[src/rtl/ifetch_prefetch_if.sv]
// Instruction bus between the fetch front end (master) and the instruction
// memory or bus fabric (slave).
//
// Signals:
//   req_valid  master -> slave  read request valid
//   req_addr   master -> slave  word-aligned read address
//   req_ready  slave  -> master request accepted this cycle
//   rsp_valid  slave  -> master read data valid (in request order)
//   rsp_data   slave  -> master read data
//
// Handshake: a request transfers on every rising edge where req_valid and
// req_ready are both 1. Once req_valid is raised, req_valid and req_addr stay
// constant until that transfer happens; req_ready may change freely and may
// depend on req_valid. Responses have no backpressure: each cycle with
// rsp_valid=1 delivers exactly one word, in the order the requests were
// accepted, and never in the same cycle the request was accepted.
interface ifetch_prefetch_if;
    logic        req_valid;
    logic [31:0] req_addr;
    logic        req_ready;
    logic        rsp_valid;
    logic [31:0] rsp_data;

    modport master (
        output req_valid,
        output req_addr,
        input  req_ready,
        input  rsp_valid,
        input  rsp_data
    );

    modport slave (
        input  req_valid,
        input  req_addr,
        output req_ready,
        output rsp_valid,
        output rsp_data
    );
endinterface

[src/rtl/ifetch_prefetch.sv]
// Instruction-fetch front end for the IF stage of the five-stage pipeline.
// Prefetches sequential words over a handshaked instruction bus into a small
// FIFO, presents the word at the core's PC, and stalls the core when that word
// is not yet available. A PC that differs from the next expected address is a
// redirect (taken branch or jump): the FIFO is flushed, every response still
// owed by the bus is marked stale and dropped, and fetching restarts at the
// new PC.
//
// Ports:
//   clk           clock, all state updates on the rising edge
//   reset         asynchronous active-low reset
//   pc            PC requested by the IF stage (pc[1:0] ignored)
//   advance       IF stage consumes the presented instruction this cycle
//   instr         word at pc when instr_valid, otherwise NOP
//   instr_valid   instr is the correct word for pc
//   fetch_stall   ~instr_valid, ORed into the core's stall
//   flush_count   number of redirects seen (wraps)
//   stall_cycles  number of cycles with fetch_stall=1 out of reset (wraps)
//   bus           instruction bus, master side
module ifetch_prefetch #(
    parameter int          DEPTH           = 4,
    parameter int          MAX_OUTSTANDING = 2,
    parameter logic [31:0] NOP             = 32'h0000_0013
) (
    input  logic                      clk,
    input  logic                      reset,
    input  logic [31:0]               pc,
    input  logic                      advance,
    output logic [31:0]               instr,
    output logic                      instr_valid,
    output logic                      fetch_stall,
    output logic [31:0]               flush_count,
    output logic [31:0]               stall_cycles,
    ifetch_prefetch_if.master         bus
);

    localparam int PW = $clog2(DEPTH);
    // Counters share one width wide enough for DEPTH entries and for
    // MAX_OUTSTANDING+1 (MAX_OUTSTANDING never exceeds DEPTH).
    localparam int CW = $clog2(DEPTH + 2);

    localparam logic [CW-1:0] MAX_C   = MAX_OUTSTANDING[CW-1:0];
    localparam logic [CW-1:0] DEPTH_C = DEPTH[CW-1:0];
    localparam logic [CW:0]   DEPTH_W = DEPTH[CW:0];

    // ------------------------------------------------------------------
    // State
    // ------------------------------------------------------------------
    logic [31:0]   addr_mem [DEPTH];
    logic [31:0]   data_mem [DEPTH];
    logic [PW-1:0] rd_ptr_q;
    logic [PW-1:0] wr_ptr_q;
    logic [CW-1:0] count_q;
    // Address the next pushed word belongs to; equals expected_pc when the
    // FIFO is empty.
    logic [31:0]   tail_addr_q;
    logic [31:0]   next_req_addr_q;
    logic [CW-1:0] outstanding_q;
    logic [CW-1:0] discard_q;
    logic          req_valid_q;
    logic [31:0]   req_addr_q;
    // The request currently held on the bus was raised before a redirect;
    // its response must be dropped once it is accepted.
    logic          req_stale_q;
    logic [31:0]   flush_count_q;
    logic [31:0]   stall_cycles_q;

    // ------------------------------------------------------------------
    // Combinational decode
    // ------------------------------------------------------------------
    logic [31:0]   pc_aligned;
    logic [31:0]   head_addr;
    logic [31:0]   head_data;
    logic [31:0]   expected_pc;
    logic          fifo_empty;
    logic          redirect;
    logic          hit;
    logic          pop;
    logic          push;
    logic          accept;
    logic          slot_free;
    logic          issue;
    logic [31:0]   issue_addr;
    logic [CW-1:0] count_next;
    logic [CW-1:0] outstanding_next;
    logic [CW-1:0] discard_next;
    logic          req_stale_next;
    logic [CW:0]   reserve_sum;
    logic          unused_pc_bits;

    assign unused_pc_bits = ^pc[1:0];

    always_comb begin
        pc_aligned  = {pc[31:2], 2'b00};
        head_addr   = addr_mem[rd_ptr_q];
        head_data   = data_mem[rd_ptr_q];
        fifo_empty  = (count_q == '0);
        expected_pc = fifo_empty ? tail_addr_q : head_addr;
        redirect    = (pc_aligned != expected_pc);
        // With a non-empty FIFO, hit and redirect are mutually exclusive
        // because expected_pc is the head address; the !redirect term keeps
        // the intent explicit.
        hit         = !fifo_empty && (head_addr == pc_aligned) && !redirect;
        pop         = hit && advance;
        accept      = req_valid_q && bus.req_ready;
        // A response is live only when nothing stale is still owed and the
        // stream is not being redirected in this same cycle.
        push        = bus.rsp_valid && !redirect && (discard_q == '0);
    end

    always_comb begin
        outstanding_next = outstanding_q + CW'(accept) - CW'(bus.rsp_valid);
        count_next       = count_q;
        if (redirect) begin
            count_next = '0;
        end else begin
            count_next = count_q + CW'(push) - CW'(pop);
        end
    end

    // Stale-response bookkeeping. On a redirect every response still owed
    // after the edge is stale. A request that is still waiting for
    // req_ready at the redirect is not yet owed, so it is flagged and added
    // to discard when it is finally accepted.
    always_comb begin
        discard_next   = discard_q;
        req_stale_next = req_stale_q;
        if (redirect) begin
            discard_next = outstanding_next;
        end else begin
            discard_next = discard_q
                         - CW'(bus.rsp_valid && (discard_q != '0))
                         + CW'(accept && req_stale_q);
        end
        if (accept) begin
            req_stale_next = 1'b0;
        end
        if (redirect && req_valid_q && !bus.req_ready) begin
            req_stale_next = 1'b1;
        end
    end

    // Request issue. The space check reserves a FIFO slot for every request
    // in flight, so a returning response always has room. On a redirect the
    // first request for the new PC goes out at the same edge so the target
    // word can be presented three cycles after the mismatch.
    always_comb begin
        slot_free   = !req_valid_q || accept;
        reserve_sum = {1'b0, count_next} + {1'b0, outstanding_next};
        issue       = slot_free
                   && (reserve_sum < DEPTH_W)
                   && (outstanding_next < MAX_C);
        issue_addr  = redirect ? pc_aligned : next_req_addr_q;
    end

    // ------------------------------------------------------------------
    // Sequential state
    // ------------------------------------------------------------------
    always_ff @(posedge clk) begin
        if (push) begin
            addr_mem[wr_ptr_q] <= tail_addr_q;
            data_mem[wr_ptr_q] <= bus.rsp_data;
        end
    end

    always_ff @(posedge clk or negedge reset) begin
        if (!reset) begin
            rd_ptr_q        <= '0;
            wr_ptr_q        <= '0;
            count_q         <= '0;
            tail_addr_q     <= '0;
            next_req_addr_q <= '0;
            outstanding_q   <= '0;
            discard_q       <= '0;
            req_valid_q     <= 1'b0;
            req_addr_q      <= '0;
            req_stale_q     <= 1'b0;
            flush_count_q   <= '0;
            stall_cycles_q  <= '0;
        end else begin
            count_q        <= count_next;
            outstanding_q  <= outstanding_next;
            discard_q      <= discard_next;
            req_stale_q    <= req_stale_next;
            stall_cycles_q <= stall_cycles_q + {31'b0, fetch_stall};

            if (redirect) begin
                rd_ptr_q      <= '0;
                wr_ptr_q      <= '0;
                tail_addr_q   <= pc_aligned;
                flush_count_q <= flush_count_q + 32'd1;
            end else begin
                if (pop) begin
                    rd_ptr_q <= rd_ptr_q + PW'(1);
                end
                if (push) begin
                    wr_ptr_q    <= wr_ptr_q + PW'(1);
                    tail_addr_q <= tail_addr_q + 32'd4;
                end
            end

            if (issue) begin
                req_valid_q     <= 1'b1;
                req_addr_q      <= issue_addr;
                next_req_addr_q <= issue_addr + 32'd4;
            end else begin
                if (accept) begin
                    req_valid_q <= 1'b0;
                end
                if (redirect) begin
                    next_req_addr_q <= pc_aligned;
                end
            end
        end
    end

    // ------------------------------------------------------------------
    // Outputs
    // ------------------------------------------------------------------
    assign instr         = hit ? head_data : NOP;
    assign instr_valid   = hit;
    assign fetch_stall   = ~hit;
    assign flush_count   = flush_count_q;
    assign stall_cycles  = stall_cycles_q;
    assign bus.req_valid = req_valid_q;
    assign bus.req_addr  = req_addr_q;

    // ------------------------------------------------------------------
    // Invariants
    // ------------------------------------------------------------------
    a_no_overflow: assert property (@(posedge clk) disable iff (!reset)
        !(push && !pop && (count_q == DEPTH_C)));

    a_no_spurious_rsp: assert property (@(posedge clk) disable iff (!reset)
        !(bus.rsp_valid && (outstanding_q == '0)));

    a_outstanding_bound: assert property (@(posedge clk) disable iff (!reset)
        outstanding_q <= MAX_C);

endmodule

[src/flat_wrapper.sv]
// flat-port wrapper written by rule: the top's interface ports become plain ports
module ifetch_prefetch_flat 
#(
    parameter int          DEPTH           = 4,
    parameter int          MAX_OUTSTANDING = 2,
    parameter logic [31:0] NOP             = 32'h0000_0013
)
  (clk, reset, pc, advance, instr, instr_valid, fetch_stall, flush_count, stall_cycles, bus_req_valid, bus_req_addr, bus_req_ready, bus_rsp_valid, bus_rsp_data);
  ifetch_prefetch_if bus_i ();
  input  logic clk;
  input  logic reset;
  input  logic [31:0] pc;
  input  logic advance;
  output logic [31:0] instr;
  output logic instr_valid;
  output logic fetch_stall;
  output logic [31:0] flush_count;
  output logic [31:0] stall_cycles;
  output wire logic [$bits(bus_i.req_valid)-1:0] bus_req_valid;
  output wire logic [$bits(bus_i.req_addr)-1:0] bus_req_addr;
  input wire logic [$bits(bus_i.req_ready)-1:0] bus_req_ready;
  input wire logic [$bits(bus_i.rsp_valid)-1:0] bus_rsp_valid;
  input wire logic [$bits(bus_i.rsp_data)-1:0] bus_rsp_data;
  assign bus_req_valid = bus_i.req_valid;
  assign bus_req_addr = bus_i.req_addr;
  assign bus_i.req_ready = bus_req_ready;
  assign bus_i.rsp_valid = bus_rsp_valid;
  assign bus_i.rsp_data = bus_rsp_data;
  ifetch_prefetch #(.DEPTH(DEPTH), .MAX_OUTSTANDING(MAX_OUTSTANDING), .NOP(NOP)) u_core (.clk(clk), .reset(reset), .pc(pc), .advance(advance), .instr(instr), .instr_valid(instr_valid), .fetch_stall(fetch_stall), .flush_count(flush_count), .stall_cycles(stall_cycles), .bus(bus_i));
endmodule
[config.mk]
export PLATFORM = sky130hd
export DESIGN_NAME = ifetch_prefetch_flat
export DESIGN_NICKNAME = d
export VERILOG_FILES = /design/src/rtl/ifetch_prefetch_if.sv /design/src/rtl/ifetch_prefetch.sv /design/src/flat_wrapper.sv
export SDC_FILE = /design/constraint.sdc
export NUM_CORES = 1
export LEC_CHECK = 0
export BUFFER_PORTS_ARGS = -buffer_cell sky130_fd_sc_hd__buf_2
export CAP_MARGIN = 10
export CORE_MARGIN = 4
export CORE_UTILIZATION = 45
export DETAILED_ROUTE_END_ITERATION = 6
export PLACE_DENSITY = 0.75
export SYNTH_ARGS = -nofsm -noshare
export SYNTH_HDL_FRONTEND = slang
export SYNTH_SLANG_ARGS = --single-unit
[constraint.sdc]
create_clock -name clk -period 7 [get_ports clk]
set_clock_uncertainty 0.05 [all_clocks]
set_input_delay 0.35 -clock clk [delete_from_list [all_inputs] [get_ports clk]]
set_output_delay 0.35 -clock clk [all_outputs]
set_load 0.005 [all_outputs]
==> flow_summary.toml, run 1 <==
[run_status]
outcome = "complete, no violations"

[floorplanning]
die_x_um = 216
io_pins = 200
start_util_pct = 45.9
fp-row-count = 75
die_y_um = 216
dieArea_um2 = 46600
core_um2 = 42300

[drt]
drc = 0
wirelength_um = 45200
drt_pass1_iterations = 5
viasPerCell = 5.49
ant_nets = 0
avgRoutedWirePerCell_um = 20.2
vias = 12300
drt_iter0_drc = 1057

[layout]
drive_above_1_share_pct = 25.6
final_core_utilization_pct = 54.1
synthToLayoutAreaGrowth_pct = 17.9
n_antenna_cell = 0
fin_nets = 1710
fin_area_um2 = 22900
fin_cells = 2235

[pwr]
p_per_area_nw_per_um2 = 276
ir_worst_vdd_uv = 202
leakagePower_nw = 8.60
p_total_mw = 6.31

[worst_setup_path]
worstSetupPathType = "reg -> reg"
cp-end-kind = "flop"
start_kind = "flop"
arrival_ps = 6920
crit_fanout = 15
required_ps = 7380

[timing]
finalHoldViolCount = 0
worstMarginPinSlew_ps = 1020
finalSetupViolations = 0
timing.final.max_slew_violations = 0
finalCritPeriodShare_pct = 93.3
fin_crit_ps = 6530
rsz0062_at_grt = "false"
hold_ws_ps = 28.6
slew_headroom_pct = 31.9
setup_tns_ps = 0
max_clock_freq_mhz = 153
fin_ws_ps = 469

[clock_tree]
clk_pin_slew_worst_paths_ps = 60
cts_tree = "yes"
cts.sinks = 421
cts-root-buf = "clkbuf_16"
insertion_delay_ps = 600
clockBufferDepth = 3
cts_buffers = 45
htree_levels = 2

[yosys]
ys.flop_type = "edfxtp_1"
synth_compound_area_share_pct = 3.10
synthXorXnorAreaFrac_pct = 8.95
synth_top_area_share_pct = 38.3
async_flop_share_pct = 41.1
synth_nets = 1479
synth_top_family_by_area = "multiplexers"
synth_area_leaders = "edfxtp_1, dfrtp_1, mux4_2"
synth_common_cells = "edfxtp_1, dfrtp_1, xnor2_1, xor2_1, nand2_1"
synth.distinct_cells = 64
ys_seq_elements = 421
synth_most_common_cell = "edfxtp_1"
yosys.area_share.simple_pct = 11.4
syn_avg_cell_area_um2 = 14.0
syn_area_um2 = 19400
synth_edf_count = 248
synth.area.mux_share_pct = 11.8
seq_area_frac_synth_pct = 60.6
synthAdderAreaFrac_pct = 1.40
yosys.area.top_type = "edfxtp_1"
syn_inst = 1390
ys_warn_count = 0

[place]
io_buffer_count = 197
preCtsSetupSlack_ps = 299
dp_cells = 2117
placed_cell_area_um2 = 21000
gp_congestion = 0.915
place_hpwl_um = 29400

[job]
drv_cap = 0

[global_route]
grt_pass1_wl_um = 71900
grt_pass1_vias = 12600
gr-total-overflow = 0
grt_max_degree = 188
grt_use_total_pct = 19.4
antenna_found_initial = 2

[worst_hold_path]
hold_class = "in -> reg"
-- final timing paths --
kind / depth (start not counted) / from / to / slack, ps
setup reg to reg: 25 / u_core.rd_ptr_q[0] / u_core.next_req_addr_q[31] / 470
min in group asynchronous: 2 / reset / u_core.flush_count[27] / 450
max in group asynchronous: 3 / reset / u_core.rd_ptr_q[0] / 4810
hold / removal: 3 / pc[13] / u_core.tail_addr_q[13] / 30
setup / recovery: 25 / u_core.rd_ptr_q[0] / u_core.next_req_addr_q[31] / 470
hold reg to reg: 1 / u_core.stall_cycles[31] / u_core.stall_cycles[31] / 420
-- repair_timing --
action | in CTS | in global routing
resized for setup | 0 | 2
endpoints found under the hold margin | 234 | 0
hold buffers | 33 | 0
setup endpoints to repair | 0 | 17
setup buffers | 0 | 1
-- layout by cell type (no fill, tap or decap), types with 4 or more instances in the layout --
| cell | instances |
|---|---|
| clkinv_2 | 5 |
| dfrtp_1 | 171 |
| clkbuf_8 | 8 |
| ha_1 | 17 |
| nand2b_1 | 5 |
| or3_1 | 4 |
| nor3_1 | 19 |
| clkinv_1 | 9 |
| clkbuf_1 | 8 |
| and3_1 | 24 |
| edfxtp_1 | 248 |
| buf_2 | 196 |
| nor2_1 | 70 |
| bufinv_16 | 6 |
| inv_1 | 30 |
| and3_2 | 4 |
| a21oi_1 | 21 |
| nor4b_1 | 8 |
| mux2i_1 | 18 |
| buf_4 | 27 |
| mux2_4 | 18 |
| and2_1 | 14 |
| xnor2_1 | 98 |
| o21ai_1 | 22 |
| nand4_1 | 28 |
| nand2_1 | 86 |
| nand3_1 | 67 |
| o22a_1 | 4 |
| a21oi_2 | 16 |
| and4_1 | 14 |
| nor4_1 | 14 |
| mux2_1 | 23 |
| mux4_2 | 60 |
| mux2_2 | 21 |
| dlygate4sd3_1 | 33 |
| nor2b_1 | 36 |
| nor3b_1 | 6 |
| xor2_1 | 98 |
| clkbuf_16 | 45 |
-- registers in the layout (all words and copies together) (netlist names) --
| name | cells |
|---|---|
| u_core.req_stale_q | 1 |
| u_core.bus.req_addr | 32 |
| u_core.stall_cycles | 32 |
| u_core.bus.req_valid | 1 |
| u_core.wr_ptr_q | 2 |
| u_core.tail_addr_q | 30 |
| u_core.discard_q | 3 |
| u_core.data_mem | 128 |
| u_core.rd_ptr_q | 2 |
| u_core.next_req_addr_q | 32 |
| u_core.count_q | 3 |
| u_core.flush_count | 32 |
| u_core.addr_mem | 120 |
| u_core.outstanding_q | 3 |
-- report_power, final --
part           switching, mW  internal, mW  leakage, nW
registers              0.120          2.78         4.34
logic                  0.436         0.477         3.50
clock network          0.997          1.50        0.769
-- worst max-delay path, stage by stage, from the launching register on --
cell	delay [ps]
dfrtp_4	570
buf_12	220
mux4_2	530
xor2_1	200
nor4_2	360
nand4_1	220
or2_1	300
nor2_2	210
ha_1	280
inv_1	60
ha_1	130
inv_1	40
fa_1	360
xor2_1	160
xnor2_1	120
nor4_1	270
ha_1	310
nor4b_2	310
nand3_1	150
buf_4	180
nor4b_1	380
and2_1	300
nand2_1	120
nor3_1	240
xnor2_1	160
mux2i_1	90
-- routing by layer --
layer  wire length, um  GRT usage [%]  up-vias  part of all wire (%)
li1                  -              -     5554                     -
met1             18900           26.3     6205                    42
met2             22300           32.1      431                    49
met3              2900           3.25       71                   6.4
met4              1150           6.18        2                   2.5
met5                13              0        -                 0.029
-- logic make-up after synthesis --
family                   Yosys count
AO/OA/AOI/OAI                     89
multiplexers                     140
buffers and inverters            107
XOR/XNOR                         197
flip-flops                       421
adder cells (fa/ha/maj)           20
AND/OR/NAND/NOR                  416
-- cell type report --
class	instances	area (um^2)
Fill cell	3430	19400
Clock inverter	23	299
Clock buffer	61	1270
Timing Repair Buffer	260	1590
Tap cell	577	722
Sequential cell	421	11800
Multi-Input combinational cell	862	7140
Inverter	31	116
Note: power is estimated with default switching activity, not from simulation.
==> run 2: changes to the inputs <==
Settings changed: CELL_PAD_IN_SITES_DETAIL_PLACEMENT set to 2, CELL_PAD_IN_SITES_GLOBAL_PLACEMENT set to 2, CORE_UTILIZATION 45 to 42, PLACE_DENSITY 0.75 to 0.91, REMOVE_ABC_BUFFERS set to 1.
==> run 2 against run 1 <==
Compared with the run above: the run now ends with negative setup slack left; total power is 6.7% higher; sequential power is 1% higher; first-iteration DRC count is 66% higher; utilization is 3.3 points lower; via count is 16% higher; critical path type unchanged; largest cell class unchanged.
==> flow_summary.toml, run 2 (synthesized netlist as in run 1, its figures left out) <==
[layout]
seqCellArea_um2 = 11800
layout_common_cells = "edfxtp_1, buf_2, dfrtp_1, xor2_1, xnor2_1"
synthToLayoutAreaGrowth_pct = 19.2
final_common_cell = "edfxtp_1"
drive_above_1_share_pct = 27.7
fin_nets = 1725
fin_area_um2 = 23200
multi_input_area_um2 = 7290
regMostFlops = "u_core.data_mem"
top_regs = "u_core.data_mem: 128 flops, u_core.addr_mem: 120 flops"
fin_cells = 2274
largest_reg_flops = 128
fillerInstances = 4268

[drt]
drc = 0
vias = 14200
ant_nets = 0
avgRoutedWirePerCell_um = 34.4
drt_iter0_drc = 1752
viasPerCell = 6.25
drt_pass1_iterations = 6
wirelength_um = 78300

[worst_setup_path]
worst-path-buf-inv = 5
crit_fanout = 12
crit_start = "u_core.rd_ptr_q[0]"
crit_slowest_cell = "dfrtp_4"
cp-end-kind = "flop"
ff2ff_path_depth = 27
rrSetupSlack_ps = -160
cp_common_cell = "ha_1"
critPathTopFamily = "simple AND/OR/NAND/NOR gates"
r2r-start = "u_core.rd_ptr_q[0]"
worstSetupPathType = "reg -> reg"
slowest_delay_ps = 540
cp-endpoint = "u_core.next_req_addr_q[26]"
required_ps = 7360
arrival_ps = 7520
start_kind = "flop"
r2r_end = "u_core.next_req_addr_q[26]"
cp.depth = 27

[place]
placed_cell_area_um2 = 21000
io_buffer_count = 197
dp_cells = 2144
gp_congestion = 0.834
place_hpwl_um = 44500

[worst_hold_path]
hold_class = "in -> reg"

[timing]
finalCritPeriodShare_pct = 102
fin_ws_ps = -156
finalHoldViolCount = 0
setup_tns_ps = -996
timing.final.max_slew_violations = 0
worstMarginPinSlew_ps = 1050
fin_crit_ps = 7160
hold_ws_ps = 105
max_clock_freq_mhz = 140
finalSetupViolations = 14
slew_headroom_pct = 30.3

[global_route]
grt_use_total_pct = 29.5
grt_pass1_vias = 15500
antenna_found_initial = 2
grt_max_degree = 96
grt_pass1_wl_um = 110000
gr-total-overflow = 0

[pwr]
p_total_mw = 6.73
leakagePower_nw = 8.71
ir_worst_vdd_uv = 219
p_per_area_nw_per_um2 = 291

[floorplanning]
core_um2 = 45600
die_x_um = 223
fp-row-count = 78
die_y_um = 223
dieArea_um2 = 49800
io_pins = 200
start_util_pct = 42.7

[clock_tree]
clk_pin_slew_worst_paths_ps = 70
cts_tree = "yes"
htree_levels = 2
cts.sinks = 421
insertion_delay_ps = 610
cts_buffers = 46
clockBufferDepth = 3
cts-root-buf = "clkbuf_16"

[job]
drv_cap = 0

[run_status]
outcome = "finished, violations left"
violations = "negative setup slack"
-- run 2: changes by cell type in the layout (fill, tap and decap cells not counted), sizes merged --
cell,change
diode,+1
dlygate4sd3,+1
clkinv,+2
clkinvlp,+1
buf,+13
inv,-2
-- run 2: metal layers --
metal  up-vias  wire length (um)  global-route usage (%)
met2       860             40000                    51.5
met4         2              4310                    14.5
met3       306              5290                    4.93
li1       5553                 -                       -
met1      7502             28700                    35.5
met5         -                54                       0
-- run 2: through the flow --
step | utilization, % | setup WS [ps]
after floorplan | - | -4690
after detailed placement | 46.2 | -395
final | 50.8 | -156
after global routing | 50.8 | -207
after CTS | 50.5 | 36.8
after global placement | 46.2 | 365
-- run 2: what timing repair did --
action                                  in CTS  in global routing
hold buffers                                34                  0
resized for setup                            9                 25
setup buffers                                4                  6
pin swaps                                    0                  4
hold endpoints to repair                   223                  0
endpoints found under the setup margin      50                 22
gates cloned                                 0                  0
-- run 2: tightest hold or removal path: cells and delay by family --
family	cells	cell delay, ps
AO/OA/AOI/OAI	1	60
AND/OR/NAND/NOR	1	130
buffers and inverters	1	180
-- run 2: power breakdown --
part           total [mW]  internal, mW  leakage, nW  switching (mW)
registers            2.94          2.78         4.34           0.157
logic                1.14         0.497         3.62           0.643
clock network        2.66          1.51        0.761            1.15
total                6.73          4.79         8.71            1.95
-- run 2: layout make-up --
cell class	count	area share, %
Timing Repair Buffer	274	7.23
Antenna cell	1	0.0108
Inverter	31	0.502
Multi-Input combinational cell	862	31.5
Sequential cell	421	50.9
Clock inverter	24	1.17
Clock buffer	61	5.52
Tap cell	600	3.24
-- run 2: how the worst min path moves through the flow --
stage	cells past startpoint	end	startpoint
6_report	3	u_core.tail_addr_q[10]	pc[10]
5_1_grt	3	u_core.req_stale_q	bus_req_ready
4_1_cts	3	u_core.tail_addr_q[10]	pc[10]
3_5_place_dp	1	u_core.next_req_addr_q[1]	u_core.next_req_addr_q[1]
3_3_place_gp	1	u_core.stall_cycles[31]	u_core.stall_cycles[31]
2_1_floorplan	0	u_core.bus.req_addr[0]	reset
==> run 3: changes to the inputs <==
==> constraint.sdc (replaced) <==
create_clock -name clk -period 7 [get_ports clk]
set_clock_uncertainty 0.05 [all_clocks]
set_input_delay 0.7 -clock clk [delete_from_list [all_inputs] [get_ports clk]]
set_output_delay 0.7 -clock clk [all_outputs]
set_load 0.005 [all_outputs]
==> run 3 against run 2 <==
Compared with the run above: the run still ends with negative setup slack left; register-to-register slack better by 20 ps; total power down 0.55%; critical path depth is 2 higher; final cell count down 0.97%; cell area decreased by 0.87%; non-clock buffer count shrank 27; routed wire length fell by 1.8%; largest cell class unchanged.
==> flow_summary.toml, run 3 (synthesized netlist as in run 1, its figures left out) <==
[clock_tree]
cts_buffers = 48
htree_levels = 2
clk_pin_slew_worst_paths_ps = 90
cts.sinks = 421
clockBufferDepth = 3
insertion_delay_ps = 630
cts-root-buf = "clkbuf_16"
cts_tree = "yes"

[layout]
fin_nets = 1700
multi_input_area_um2 = 7350
layout_common_cells = "edfxtp_1, buf_2, dfrtp_1, xor2_1, xnor2_1"
fillerInstances = 4235
top_regs = "u_core.data_mem: 128 flops, u_core.addr_mem: 120 flops"
final_core_utilization_pct = 50.4
drive_above_1_share_pct = 29.3
regMostFlops = "u_core.data_mem"
final_common_cell = "edfxtp_1"
synthToLayoutAreaGrowth_pct = 18.1
largest_reg_flops = 128
seqCellArea_um2 = 11800

[pwr]
power_frac_seq_pct = 43.9
p_switching_mw = 1.93
clkPwrFrac_pct = 39.2
comb_power_share_pct = 16.8
swShare_pct = 28.9
p_per_area_nw_per_um2 = 292
leakagePower_nw = 8.65
power.internal_mw = 4.76
ir_worst_vdd_uv = 220

[timing]
finalHoldViolCount = 0
fin_ws_ps = -136
worstMarginPinSlew_ps = 1000
timing.final.max_slew_violations = 0
finalCritPeriodShare_pct = 102
fin_crit_ps = 7140
max_clock_freq_mhz = 140
setup_tns_ps = -403
slew_headroom_pct = 33.1
finalSetupViolations = 7

[worst_setup_path]
cp-end-kind = "flop"
required_ps = 7470
ff2ff_path_depth = 29
arrival_ps = 7600
start_kind = "flop"
crit_fanout = 8
slowest_delay_ps = 590
crit_start = "u_core.rd_ptr_q[0]"
worstSetupPathType = "reg -> reg"
crit_slowest_cell = "mux4_2"
cp_common_cell = "buf_4"
r2r-start = "u_core.rd_ptr_q[0]"

[floorplanning]
start_util_pct = 42.7
dieArea_um2 = 49800
die_y_um = 223
core_um2 = 45600
fp-row-count = 78
io_pins = 200
die_x_um = 223

[drt]
ant_nets = 0
avgRoutedWirePerCell_um = 34.2
dr.max_layer_used = "met4"
wl_met1_um = 28900
drt_iter0_drc = 1476
met3_wirelength_um = 4530
viasPerCell = 6.18
vias = 13900
drc = 0
wl_met2_um = 39100
wirelength_um = 76900
drt_pass1_iterations = 5

[worst_hold_path]
min_path_cells = 1
hold_class = "in -> reg"
worstHoldStart = "bus_rsp_data[17]"

[place]
gp_congestion = 0.843
io_buffer_count = 197
place_hpwl_um = 44200

[global_route]
grt_use_total_pct = 28.8
gr-total-overflow = 0
antenna_found_initial = 2
grt_max_degree = 75
grt_pass1_vias = 15400
grt_pass1_wl_um = 108000

[run_status]
outcome = "finished, violations left"
violations = "negative setup slack"

[job]
drv_cap = 0
-- run 3: worst paths after layout --
path / endpoint / slack [ps]
worst min-delay path: u_core.data_mem[1][17] / 260
min in group asynchronous: u_core.stall_cycles[0] / 600
worst max register to register: u_core.next_req_addr_q[21] / -140
worst max-delay path: u_core.next_req_addr_q[21] / -140
worst min register to register: u_core.stall_cycles[31] / 420
max in group asynchronous: u_core.rd_ptr_q[1] / 4830
-- run 3: cell type report --
| class | instances | share of cell area [%] |
|---|---|---|
| flip-flops and latches | 421 | 51.3 |
| multi-input cells | 862 | 32.0 |
| repair buffers | 247 | 6.04 |
| clock buffers | 62 | 5.77 |
| well taps | 600 | 3.27 |
| clock inverters | 27 | 1.07 |
| inverters | 31 | 0.507 |
| diodes | 2 | 0.0218 |
-- run 3: stage by stage --
stage	std cells	hold slack [ps]	power, mW	worst slack, ps	instance area [um^2]
6_report	2252	264	6.70	-136	23000
5_1_grt	2251	252	6.88	-321	23000
4_1_cts	2246	250	6.62	3.01	22800
3_5_place_dp	2149	415	3.95	-243	21100
3_3_place_gp	2149	410	3.84	244	21100
2_1_floorplan	1314	354	3.49	-4690	19000
-- run 3: timing repair --
| action | in CTS | in global routing |
|---|---|---|
| endpoints found under the setup margin | 57 | 23 |
| buffers inserted | 7 | 4 |
| pin swaps | 3 | 5 |
| gates resized for setup | 22 | 23 |
| hold buffers | 1 | 0 |
| hold endpoints to repair | 11 | 0 |
-- run 3: per-layer routing --
| layer | GRT usage [%] | vias to the layer above |
|---|---|---|
| met5 | 0 | - |
| met4 | 12.9 | 0 |
| met3 | 5.36 | 286 |
| met2 | 50.6 | 761 |
| met1 | 34.7 | 7356 |
| li1 | - | 5517 |
-- run 3: power groups by stage --
stage	logic, mW	clock network [mW]	registers [mW]
6_report	1.13	2.63	2.94
3_3_place_gp	0.894	0	2.94
4_1_cts	1.07	2.62	2.93
3_5_place_dp	0.982	0	2.96
5_1_grt	1.17	2.76	2.95
2_1_floorplan	0.565	0	2.93
-- run 3: critical path: cells and delay by family (launching register included) --
kind	cells	cell delay (ps)
buf+inv	7	1100
fa+ha+maj	4	1140
xor+xnor	4	770
flops	1	530
compound gates	1	160
simple gates	12	2670
mux	1	590
